File: src/rtl/spi_xfer_sched_pkg.sv
// spi_xfer_sched shared types: FSM state encoding,
// default word width and error counter width.
package spi_sched_pkg;

  typedef enum logic [2:0] {
    ST_IDLE,
    ST_LAUNCH,
    ST_WAIT,
    ST_RESP,
    ST_GAP
  } state_e;

  localparam int DATA_W_DEF = 32;
  localparam int ERR_CNT_W  = 8;

endpackage

File: src/rtl/spi_xfer_sched_rr_pick.sv
// rr_pick: combinational round-robin selector.
// req_i/last_grant_i in; one-hot pick_o and its index idx_o out.
module rr_pick #(
  parameter int NUM_REQ = 4,
  localparam int IW = (NUM_REQ > 1) ? $clog2(NUM_REQ) : 1
) (
  input  logic [NUM_REQ-1:0] req_i,
  input  logic [IW-1:0]      last_grant_i,
  output logic [NUM_REQ-1:0] pick_o,
  output logic [IW-1:0]      idx_o
);

  logic [IW:0]   s;
  logic [IW-1:0] j;
  logic          found;

  // search starts one past the last winner and wraps
  always_comb begin
    pick_o = '0;
    idx_o  = '0;
    found  = 1'b0;
    s      = '0;
    j      = '0;
    for (int k = 1; k <= NUM_REQ; k++) begin
      s = {1'b0, last_grant_i} + (IW+1)'(k);
      if (s >= (IW+1)'(NUM_REQ))
        s = s - (IW+1)'(NUM_REQ);
      j = s[IW-1:0];
      if (!found && req_i[j]) begin
        found     = 1'b1;
        pick_o[j] = 1'b1;
        idx_o     = j;
      end
    end
  end

endmodule

File: src/rtl/spi_xfer_sched.sv
// spi_xfer_sched: round-robin scheduler sharing one SPI
// word master among NUM_REQ requesters.
// Ports: clk/rst, req/req_data in; gnt, rsp_valid/rsp_data/
// rsp_err out; mst_start/mst_tx_data to master, mst_done/
// mst_rx_data from master; busy, err_cnt status.
module spi_xfer_sched
  import spi_sched_pkg::*;
#(
  parameter int NUM_REQ     = 4,
  parameter int DATA_W      = DATA_W_DEF,
  parameter int TIMEOUT_CYC = 4096,
  parameter int GAP_CYC     = 2
) (
  input  logic                      clk,
  input  logic                      rst,
  input  logic [NUM_REQ-1:0]        req,
  input  logic [NUM_REQ*DATA_W-1:0] req_data,
  output logic [NUM_REQ-1:0]        gnt,
  output logic [NUM_REQ-1:0]        rsp_valid,
  output logic [DATA_W-1:0]         rsp_data,
  output logic                      rsp_err,
  output logic                      mst_start,
  output logic [DATA_W-1:0]         mst_tx_data,
  input  logic                      mst_done,
  input  logic [DATA_W-1:0]         mst_rx_data,
  output logic                      busy,
  output logic [ERR_CNT_W-1:0]      err_cnt
);

  localparam int IW =
    (NUM_REQ > 1) ? $clog2(NUM_REQ) : 1;
  localparam int TW = $clog2(TIMEOUT_CYC + 1);
  localparam int GW =
    (GAP_CYC > 1) ? $clog2(GAP_CYC + 1) : 1;
  localparam logic [TW-1:0] TMO_LAST =
    TW'(TIMEOUT_CYC - 1);
  localparam logic [GW-1:0] GAP_LAST =
    GW'(GAP_CYC - 1);

  state_e                 state_q;
  logic [NUM_REQ-1:0]     gnt_q;
  logic [NUM_REQ-1:0]     rsp_valid_q;
  logic [DATA_W-1:0]      rsp_data_q;
  logic                   rsp_err_q;
  logic                   mst_start_q;
  logic [DATA_W-1:0]      tx_q;
  logic [IW-1:0]          last_q;
  logic [TW-1:0]          tmo_q;
  logic [GW-1:0]          gap_q;
  logic [ERR_CNT_W-1:0]   err_cnt_q;

  logic [NUM_REQ-1:0]     pick;
  logic [IW-1:0]          pick_idx;
  logic [DATA_W-1:0]      sel_data;

  rr_pick #(.NUM_REQ(NUM_REQ)) u_pick (
    .req_i        (req),
    .last_grant_i (last_q),
    .pick_o       (pick),
    .idx_o        (pick_idx)
  );

  // only the winning slice reaches the mux output
  always_comb begin
    sel_data = '0;
    for (int i = 0; i < NUM_REQ; i++)
      if (pick[i])
        sel_data |= req_data[i*DATA_W +: DATA_W];
  end

  always_ff @(posedge clk or posedge rst) begin
    if (rst) begin
      state_q     <= ST_IDLE;
      gnt_q       <= '0;
      rsp_valid_q <= '0;
      rsp_data_q  <= '0;
      rsp_err_q   <= 1'b0;
      mst_start_q <= 1'b0;
      tx_q        <= '0;
      last_q      <= IW'(NUM_REQ - 1);
      tmo_q       <= '0;
      gap_q       <= '0;
      err_cnt_q   <= '0;
    end else begin
      mst_start_q <= 1'b0;
      rsp_valid_q <= '0;
      rsp_data_q  <= '0;
      rsp_err_q   <= 1'b0;
      unique case (state_q)
        ST_IDLE: begin
          if (|req) begin
            gnt_q       <= pick;
            tx_q        <= sel_data;
            last_q      <= pick_idx;
            mst_start_q <= 1'b1;
            state_q     <= ST_LAUNCH;
          end
        end
        ST_LAUNCH: begin
          tmo_q   <= '0;
          state_q <= ST_WAIT;
        end
        ST_WAIT: begin
          // completion beats expiry on the same cycle
          if (mst_done) begin
            rsp_valid_q <= gnt_q;
            rsp_data_q  <= mst_rx_data;
            state_q     <= ST_RESP;
          end else if (tmo_q == TMO_LAST) begin
            rsp_valid_q <= gnt_q;
            rsp_err_q   <= 1'b1;
            if (err_cnt_q != '1)
              err_cnt_q <= err_cnt_q + ERR_CNT_W'(1);
            state_q     <= ST_RESP;
          end else begin
            tmo_q <= tmo_q + TW'(1);
          end
        end
        ST_RESP: begin
          gnt_q   <= '0;
          gap_q   <= '0;
          state_q <= (GAP_CYC > 0) ? ST_GAP : ST_IDLE;
        end
        ST_GAP: begin
          if (gap_q == GAP_LAST)
            state_q <= ST_IDLE;
          else
            gap_q <= gap_q + GW'(1);
        end
        default: state_q <= ST_IDLE;
      endcase
    end
  end

  assign gnt         = gnt_q;
  assign rsp_valid   = rsp_valid_q;
  assign rsp_data    = rsp_data_q;
  assign rsp_err     = rsp_err_q;
  assign mst_start   = mst_start_q;
  assign mst_tx_data = tx_q;
  assign busy        = (state_q != ST_IDLE);
  assign err_cnt     = err_cnt_q;

endmodule

File: config.mk
export PLATFORM = sky130hd
export DESIGN_NAME = spi_xfer_sched
export DESIGN_NICKNAME = d
export VERILOG_FILES = /design/src/rtl/spi_xfer_sched_pkg.sv /design/src/rtl/spi_xfer_sched_rr_pick.sv /design/src/rtl/spi_xfer_sched.sv
export SDC_FILE = /design/constraint.sdc
export NUM_CORES = 1
export LEC_CHECK = 0
export CAP_MARGIN = 15
export CORE_ASPECT_RATIO = 0.6
export CORE_MARGIN = 4
export CORE_UTILIZATION = 44
export DETAILED_ROUTE_END_ITERATION = 12
export PLACE_DENSITY = 0.87
export REMOVE_ABC_BUFFERS = 1
export SYNTH_ARGS = -nofsm -noshare
export SYNTH_HDL_FRONTEND = slang
export SYNTH_SLANG_ARGS = --single-unit
File: constraint.sdc
create_clock -name clk -period 7.5 [get_ports clk]
set_input_delay 1.125 -clock clk [delete_from_list [all_inputs] [get_ports clk]]
set_output_delay 1.125 -clock clk [all_outputs]
set_load 0.1 [all_outputs]
==> metrics, run 1 <==
# DRC=0; Hold Startpoint=tmo_q[12]$_DFFE_PP0P_; design area=7880 um^2; DIE HEIGHT=90.9 um; Inserted Clock Buffers=9; Tmin final=3960 ps; first-pass GRT wire length=27,700 um; Wirelength per Cell=20.6 um; largest net degree at the start of global routing=60; Die X=146 um; top-count cell post-synth=dfrtp_1; Final period util=52.8%; Iter 0 DRT Violations=478; core area=10,800 um^2; register area=2550 um^2; skew final=7.21 ps; CTS tree=done; reg2reg start=last_q[0]$_DFFE_PP1P_; Port Buf Inserts=249; total power=3.71 mW; multi-input logic area=2260 um^2; # clock sinks=102; Rel. slew slack=29.1%; max_cap viols=0; layout cells sized above 1=6.05%; Cell Area, Placed=7560 um^2; power share of the combinational group=64.8%; Mapped Area=5030 um^2; maximum clock path buffer count=2; via count of the first global-routing pass=5,081; worst min path class=reg -> reg; GPL Wtd Cong=0.914; post-synthesis instance total=489; RSZ-0062 raised after global routing=false; library cells used by synthesis=56; PwrDens=471 nW/um^2; fmax=253 MHz; synthesis-stage register bit count=102; Clock transition at path regs=70 ps; Clock power frac=13.1%; total iterations of the first detailed-routing run=8; outcome=finished clean; sequential share of power=22.1%; VDD IR-drop max=210 uV; # setup viols final=0; Antenna Nets Post-Route=0; fill count=784; critical path data required time=7720 ps; DIE AREA=13,300 um^2; antenna violations before repair=0; crit start category=flop; P_leak=3.35 nW; diode count=0; Final Max Tran Viols=0; P_int=1.67 mW; final core utilization=72.6%; Slew @ Worst Pin=1060 ps; syn_area_per_cell=10.3 um^2; Yosys Warn Count=0; Final Hold Viols=0; top post-synthesis cells by area=dfrtp_1 (50%), a21oi_1 (7.3%), a222oi_1 (6.4%); Root Buffer=clkbuf_16; Post-CTS Setup Inserts=0; Rows=29; Yosys top cell area share=49.7%; predominant post-synthesis flop cell=dfrtp_1; Detail Placement HPWL=13,400 um; worst-path maximum fanout=21; crit path kind=reg -> reg; cts hold-fix bufs=0; final wirelength=17,900 um; post-synthesis sequential area ratio=50.7%; Worst Path Arrival=4180 ps; via count=5,004; Post-synth top cells=dfrtp_1 (100), a21oi_1 (73), nor2_1 (53); total gr overflow=0; routed vias/inst=5.78; Clk Latency, worst-skew pair=340 ps; setup tns final=0 ps; Net Sw Power=2.04 mW; post-cts sizing count=0; Critical Path End Type=flop; Initial Util=46.4%; EDFF count, synth=0; Top-Level Pins=250; sw frac=55.0%; ys async rst share=100%; GRT Total Usage=26.2%; H-tree depth=3; Layout Nets=900; Critical Path Source=last_q[0]$_DFFE_PP1P_; Layout area overhead=56.4%; cell taking the most area after synthesis=dfrtp_1
## critical path: stages, from the launching register on
cell      delay [ps]
dfstp_2          810
inv_1            260
ha_1             560
mux4_2           620
a221o_1          280
nand3_1          100
o211ai_2         330
buf_4            350
a222oi_1         380
a21oi_1          130
## registers in the layout (all words and copies together), names as in the netlist, 3 cells and up
| register | count |
|---|---|
| err_cnt | 8 |
| gnt | 4 |
| mst_tx_data | 32 |
| rsp_data | 32 |
| rsp_valid | 4 |
| state_q | 3 |
| tmo_q | 13 |
## layout make-up
class | instances | share of cell area [%]
clock buffer | 9 | 2.86
clock inverter | 7 | 1.13
inverter | 8 | 0.413
multi-input combinational | 345 | 28.7
sequential | 102 | 32.4
tap | 139 | 2.21
timing repair buffer | 256 | 32.3
## final timing paths
check	endpoint	slack, ps	cells past startpoint
max	mst_tx_data[30]$_DFFE_PP0P_	3540	9
min	tmo_q[12]$_DFFE_PP0P_	500	2
max reg2reg	mst_tx_data[30]$_DFFE_PP0P_	3540	9
min reg2reg	tmo_q[12]$_DFFE_PP0P_	500	2
max in group asynchronous	rsp_data[15]$_DFF_PP0_	5140	3
min in group asynchronous	err_cnt[1]$_DFFE_PP0P_	1180	2
## metal layers
| layer | vias to the layer above | track usage, % | wire length, um |
|---|---|---|---|
| li1 | 2245 | - | - |
| met1 | 2423 | 32.3 | 6790 |
| met2 | 293 | 42.6 | 8610 |
| met3 | 43 | 9.53 | 1880 |
| met4 | 0 | 9.31 | 572 |
| met5 | - | 0 | 0 |
## cell families after synthesis
| logic type | share of synthesized area, % |
|---|---|
| compound gates | 17.7 |
| fa+ha+maj | 2.73 |
| buf+inv | 4.57 |
| simple gates | 17.9 |
| xor+xnor | 3.13 |
| mux | 3.23 |
| flops | 50.7 |
## placed cells by master (no fill, tap or decap), types with 3 or more instances in the layout
| cell type | Yosys | layout |
|---|---|---|
| a21oi_1 | 73 | 73 |
| inv_6 | 0 | 3 |
| mux4_2 | 3 | 3 |
| and3_1 | 5 | 5 |
| and4_1 | 4 | 4 |
| a221o_1 | 3 | 3 |
| clkdlybuf4s50_1 | 0 | 249 |
| mux2i_1 | 5 | 5 |
| nand2_1 | 31 | 31 |
| inv_1 | 7 | 6 |
| a222oi_1 | 32 | 32 |
| mux2_2 | 4 | 4 |
| clkbuf_16 | 0 | 9 |
| ha_1 | 11 | 11 |
| o21ai_0 | 5 | 5 |
| xor2_1 | 9 | 9 |
| dfrtp_1 | 100 | 100 |
| nand3_1 | 13 | 13 |
| and2_1 | 39 | 39 |
| nor2b_1 | 3 | 3 |
| nor2_1 | 53 | 53 |
| xnor2_1 | 9 | 9 |
| nand4_1 | 7 | 7 |
| buf_4 | 3 | 6 |
## per-stage QoR
| step | hold slack [ps] | worst slack (ps) | std cells |
|---|---|---|---|
| after global routing | 521 | 3310 | 866 |
| after CTS | 497 | 3540 | 865 |
| final | 497 | 3540 | 866 |
| after floorplan | 471 | 3700 | 455 |
| after global placement | 479 | 3570 | 849 |
| after detailed placement | 486 | 3450 | 849 |
## power by group through the flow
stage	registers, mW	logic [mW]	clock network [mW]
2_1_floorplan	1.66	0.857	0
3_3_place_gp	0.819	2.33	0
3_5_place_dp	0.830	2.39	0
4_1_cts	0.821	2.41	0.496
5_1_grt	0.842	2.55	0.519
6_report	0.822	2.41	0.485
Note: power is estimated with default switching activity, not from simulation.
==> run 2, diff against run 1 <==
--- a/config.mk
+++ b/config.mk
@@ -8,9 +8,9 @@
 export CAP_MARGIN = 15
 export CORE_ASPECT_RATIO = 0.6
 export CORE_MARGIN = 4
-export CORE_UTILIZATION = 44
+export CORE_UTILIZATION = 41
 export DETAILED_ROUTE_END_ITERATION = 12
-export PLACE_DENSITY = 0.87
+export PLACE_DENSITY = 0.82
 export REMOVE_ABC_BUFFERS = 1
 export SYNTH_ARGS = -nofsm -noshare
 export SYNTH_HDL_FRONTEND = slang
==> constraint.sdc (replaced) <==
create_clock -name clk -period 3.9 [get_ports clk]
set_input_delay 0.585 -clock clk [delete_from_list [all_inputs] [get_ports clk]]
set_output_delay 0.585 -clock clk [all_outputs]
set_load 0.1 [all_outputs]
==> run 2 against run 1 <==
  * Register-to-register slack lost 3400 ps
  * Combinational power grew 93%
  * Power rose by 95%
  * Flip-flop and latch count unchanged
  * Critical path type unchanged
  * Largest power group unchanged
==> metrics, run 2 (synthesis results as in run 1) <==
crit start category=flop; slowest cell on the critical path=dfstp_2; setup tns final=0 ps (unchanged); cts hold-fix bufs=0 (unchanged); Clk Latency, worst-skew pair=340 ps (about the same); Final Hold Viols=0 (unchanged); maximum clock path buffer count=2 (unchanged); Post-CTS Setup Inserts=0 (unchanged); Rel. slew slack=31.1% (+2.0 points); Clock transition at path regs=70 ps (about the same); most frequent cells in the layout=clkdlybuf4s50_1 (249), dfrtp_1 (100), a21oi_1 (73); crit path kind=reg -> reg; final wirelength=17,500 um (-1.8%); outcome=finished clean; via count of the first global-routing pass=4,854 (-4.5%); Initial Util=41.9% (-4.5 points); diode count=0 (unchanged); Detail Placement HPWL=13,200 um (-1.6%); layout cells sized above 1=6.31% (+0.26 points); DIE HEIGHT=93.8 um (+3.3%); Worst Path Arrival=3940 ps (-240 ps); Top-Level Pins=250 (unchanged); routed vias/inst=5.52 (-4.4%); RSZ-0062 raised after global routing=false; Rows=31 (+6.9%); # clock sinks=102 (unchanged); via count=4,936 (-1.4%); DIE AREA=14,200 um^2 (+6.8%); CP cell instances=inv_1, ha_1, mux4_2, a221o_1, nand3_1, o211ai_2, buf_4, a222oi_1, a21oi_1; antenna violations before repair=0 (unchanged); total gr overflow=0 (unchanged); skew final=6.49 ps (-0.722 ps); PwrDens=909 nW/um^2 (+93%); Worst Hold Path Cells=1 (-1); worst setup margin=169 ps (-3370 ps); Final Max Tran Viols=0 (unchanged); critical path data required time=4110 ps (-3610 ps); first-pass GRT wire length=26,300 um (-5.0%); post-cts sizing count=0 (unchanged); GPL Wtd Cong=0.968 (+5.9%); max_cap viols=0 (unchanged); GRT Total Usage=23.9% (-2.3 points); worst min path class=reg -> reg; Slowest Stage Delay on Critical Path=800 ps (about the same); fill count=895 (+14%); total power=7.24 mW (+95%); fmax=268 MHz (+6.1%); # DRC=0 (unchanged); Antenna Nets Post-Route=0 (unchanged); Layout Nets=902 (+0.22%); # setup viols final=0 (unchanged); core area=12,000 um^2 (+11%); Iter 0 DRT Violations=474 (-0.84%); Final period util=95.7% (+43 points); P_leak=3.38 nW (+1.0%); pre-CTS setup slack=257 ps (-3190 ps); largest net degree at the start of global routing=54 (-10%); Wirelength per Cell=19.6 um (-4.9%); Inserted Clock Buffers=9 (unchanged); Port Buf Inserts=249 (unchanged); Root Buffer=clkbuf_16; worst-path maximum fanout=33 (+57%); Tmin final=3730 ps (-227 ps); Layout area overhead=58.3%; most common cell after layout, fill and taps aside=clkdlybuf4s50_1; Die X=151 um (+3.4%); H-tree depth=3 (unchanged); total iterations of the first detailed-routing run=6 (-2); VDD IR-drop max=559 uV (+170%); CTS tree=done; Critical Path End Type=flop; worst reg2reg path depth=9 (unchanged); Slew @ Worst Pin=1030 ps (-29.7 ps)
## run 2: cell types whose count changed in the layout (fill, tap and decap cells not counted), sizes merged
cell | previous run | this run
bufinv | 1 | 2
clkinvlp | 1 | 0
inv | 11 | 13
clkinv | 2 | 0
buf | 7 | 9
## run 2: path summary, 6_finish.rpt
path,slack [ps],to,from
min in group asynchronous,670,rsp_data[23]$_DFF_PP0_,rst
max,170,mst_tx_data[22]$_DFFE_PP0P_,last_q[0]$_DFFE_PP1P_
min,500,err_cnt[7]$_DFFE_PP0P_,err_cnt[7]$_DFFE_PP0P_
max reg2reg,170,mst_tx_data[22]$_DFFE_PP0P_,last_q[0]$_DFFE_PP1P_
max in group asynchronous,2450,last_q[1]$_DFFE_PP1P_,rst
min reg2reg,500,err_cnt[7]$_DFFE_PP0P_,err_cnt[7]$_DFFE_PP0P_
## run 2: layout make-up
type                    count  area [um^2]  share of cell area [%]
repair buffers            258         2580                    32.4
flip-flops and latches    102         2550                    32.1
multi-input cells         345         2260                    28.3
clock buffers               9          225                    2.83
well taps                 165          206                    2.59
clock inverters             7          109                    1.37
inverters                   8         32.5                   0.408
## run 2: where the power goes
| part | internal [mW] | switching [mW] | total [mW] |
|---|---|---|---|
| combinational | 1.39 | 3.25 | 4.65 |
| sequential | 1.36 | 0.232 | 1.59 |
| clock | 0.579 | 0.431 | 1.01 |
| total | 3.33 | 3.91 | 7.24 |
## run 2: per-stage QoR
stage               hold slack [ps]  cell area (um^2)  cells  utilization [%]
floorplan                       471              4830    455                -
CTS                             503              7960    893             66.2
detailed placement              481              7630    877             63.5
finish                          500              7970    894             66.3
global route                    520              7970    894             66.3
global placement                485              7630    877             63.5
## run 2: routing by layer
| layer | GRT usage, % | up-vias | wire [um] |
|---|---|---|---|
| met1 | 30.4 | 2405 | 6860 |
| met5 | 0 | - | 0 |
| met2 | 39.1 | 260 | 8460 |
| met4 | 6.94 | 0 | 395 |
| li1 | - | 2243 | - |
| met3 | 7.81 | 28 | 1820 |
## run 2: worst max-delay path: cells and delay by family, from the launching register on
family,cells,cell delay [ps]
muxes,1,610
DFF,1,800
and+or+nand+nor,1,100
adders and majority gates,1,540
AOI/OAI and AO/OA,4,1040
buffers and inverters,2,500
==> run 3, diff against run 2 <==
--- a/config.mk
+++ b/config.mk
@@ -8,9 +8,10 @@
 export CAP_MARGIN = 15
 export CORE_ASPECT_RATIO = 0.6
 export CORE_MARGIN = 4
-export CORE_UTILIZATION = 41
+export CORE_UTILIZATION = 63
 export DETAILED_ROUTE_END_ITERATION = 12
-export PLACE_DENSITY = 0.82
+export DONT_BUFFER_PORTS = 1
+export PLACE_DENSITY = 0.79
 export REMOVE_ABC_BUFFERS = 1
 export SYNTH_ARGS = -nofsm -noshare
 export SYNTH_HDL_FRONTEND = slang
==> run 3 against run 2 <==
  * Flip-flop and latch count unchanged
  * Clock-buffer cell count unchanged
  * Routed wire length down 17%
  * Sequential share of layout area up 15 points
  * Non-clock buffer count decreased by 247
  * Cell count decreased by 34%
  * Clock skew shrank 0.95 ps
  * Setup slack improved by 390 ps
  * Largest cell class is now flip-flops and latches
==> metrics, run 3 (synthesis results as in run 1) <==
cts hold-fix bufs=0 (unchanged); multi-input logic area=2260 um^2 (-0.11%); Post-CTS Setup Inserts=0 (unchanged); diode count=0 (unchanged); register area=2550 um^2 (unchanged); Slew @ Worst Pin=1120 ps (+86.9 ps); Rel. slew slack=25.3% (-5.7 points); Port Buf Inserts=0 (-100%); Wirelength per Cell=24.8 um (+27%); routed vias/inst=6.88 (+25%); Rows=24 (-23%); crit path kind=reg -> reg; Antenna Nets Post-Route=0 (unchanged); final wirelength=14,500 um (-17%); maximum clock path buffer count=2 (unchanged); layout cells sized above 1=9.75% (+3.4 points); H-tree depth=3 (unchanged); skew final=5.54 ps (-0.949 ps); via count=4,034 (-18%); # setup viols final=0 (unchanged); # clock sinks=102 (unchanged); Layout area overhead=6.78%; Initial Util=67.1% (+25 points); core area=7510 um^2 (-38%); Detail Placement HPWL=10,800 um (-18%); outcome=finished clean; RSZ-0062 raised after global routing=false; worst min path class=in -> async; post-cts sizing count=0 (unchanged); Layout Nets=655 (-27%); GRT Total Usage=29.8% (+5.9 points); via count of the first global-routing pass=3,742 (-23%); first-pass GRT wire length=21,600 um (-18%); most frequent cells in the layout=dfrtp_1 (100), a21oi_1 (73), nor2_1 (53); Die X=123 um (-18%); total iterations of the first detailed-routing run=10 (+4); GPL Wtd Cong=0.955 (-1.4%); most common cell after layout, fill and taps aside=dfrtp_1; fill count=527 (-41%); worst-path maximum fanout=32 (-3.0%); Worst Path Arrival=3560 ps (-380 ps); Clk Latency, worst-skew pair=340 ps (about the same); DIE AREA=9530 um^2 (-33%); DIE HEIGHT=77.2 um (-18%); Clock transition at path regs=70 ps (about the same); fmax=299 MHz (+12%); max_cap viols=0 (unchanged); Inserted Clock Buffers=9 (unchanged); Top-Level Pins=250 (unchanged); Final period util=85.8% (-9.9 points); total gr overflow=0 (unchanged); antenna violations before repair=0 (unchanged); Tmin final=3350 ps (-385 ps); critical path data required time=4110 ps (about the same); CTS tree=done; Critical Path End Type=flop; largest net degree at the start of global routing=82 (+52%); crit start category=flop; Root Buffer=clkbuf_16; Final Max Tran Viols=0 (unchanged); Final Hold Viols=0 (unchanged); setup tns final=0 ps (unchanged); Iter 0 DRT Violations=653 (+38%); # DRC=0 (unchanged)
==> run 3: cell count changes in the layout (fill, tap and decap cells not counted) <==
| cell | previous run | this run |
|---|---|---|
| bufinv_16 | 2 | 1 |
| nand2b_2 | 1 | 0 |
| clkdlybuf4s50_1 | 249 | 0 |
| clkinv_8 | 0 | 1 |
| buf_12 | 2 | 0 |
| buf_2 | 1 | 0 |
| buf_4 | 6 | 11 |
| nand2b_1 | 2 | 3 |
==> run 3: routing by layer <==
metal  wire length, um  share of wire (%)  GRT usage (%)
met4               394                2.7           9.50
met3              1810                 12           11.3
met2              6610                 45           43.4
met1              5730                 39           41.3
met5                 0                  0              0
==> run 3: critical path, stage by stage (launching register included) <==
cell and delay, ps:
dfstp_2 670, inv_1 200, ha_1 380, mux4_2 580
and2_1 210, a221o_1 320, buf_4 240, a222oi_1 470
a21oi_1 130
==> run 3: path summary, 6_finish.rpt <==
| kind | start | to | slack [ps] | cells after the start |
|---|---|---|---|---|
| worst max-delay path | last_q[1]$_DFFE_PP1P_ | mst_tx_data[15]$_DFFE_PP0P_ | 550 | 8 |
| worst min register to register | tmo_q[12]$_DFFE_PP0P_ | tmo_q[12]$_DFFE_PP0P_ | 500 | 2 |
| min in group clk | mst_rx_data[23] | rsp_data[23]$_DFF_PP0_ | 360 | 1 |
| worst min-delay path | rst | rsp_data[3]$_DFF_PP0_ | 340 | 1 |
| max in group asynchronous | rst | tmo_q[11]$_DFFE_PP0P_ | 2710 | 2 |
| worst max register to register | last_q[1]$_DFFE_PP1P_ | mst_tx_data[15]$_DFFE_PP0P_ | 550 | 8 |
==> run 3: per-stage QoR <==
step	std cells	util (%)	hold slack [ps]	cell area, um^2	setup slack (ps)
2_1_floorplan	455	-	471	4830	305
3_3_place_gp	570	67.4	489	5060	687
3_5_place_dp	570	67.4	489	5060	607
4_1_cts	586	71.6	348	5380	605
5_1_grt	586	71.6	345	5380	421
6_report	586	71.6	339	5380	554
==> run 3: final cells by class <==
| cell class | count | area share, % |
|---|---|---|
| Multi-Input combinational cell | 345 | 42.0 |
| Tap cell | 104 | 2.42 |
| Clock buffer | 9 | 4.19 |
| Sequential cell | 102 | 47.5 |
| Inverter | 8 | 0.605 |
| Clock inverter | 7 | 1.77 |
| Timing Repair Buffer | 11 | 1.54 |
Power of run 3 is left out: the tool's default activity adds up to more than one toggle a clock period on the data nets, which glitch-free logic cannot reach.
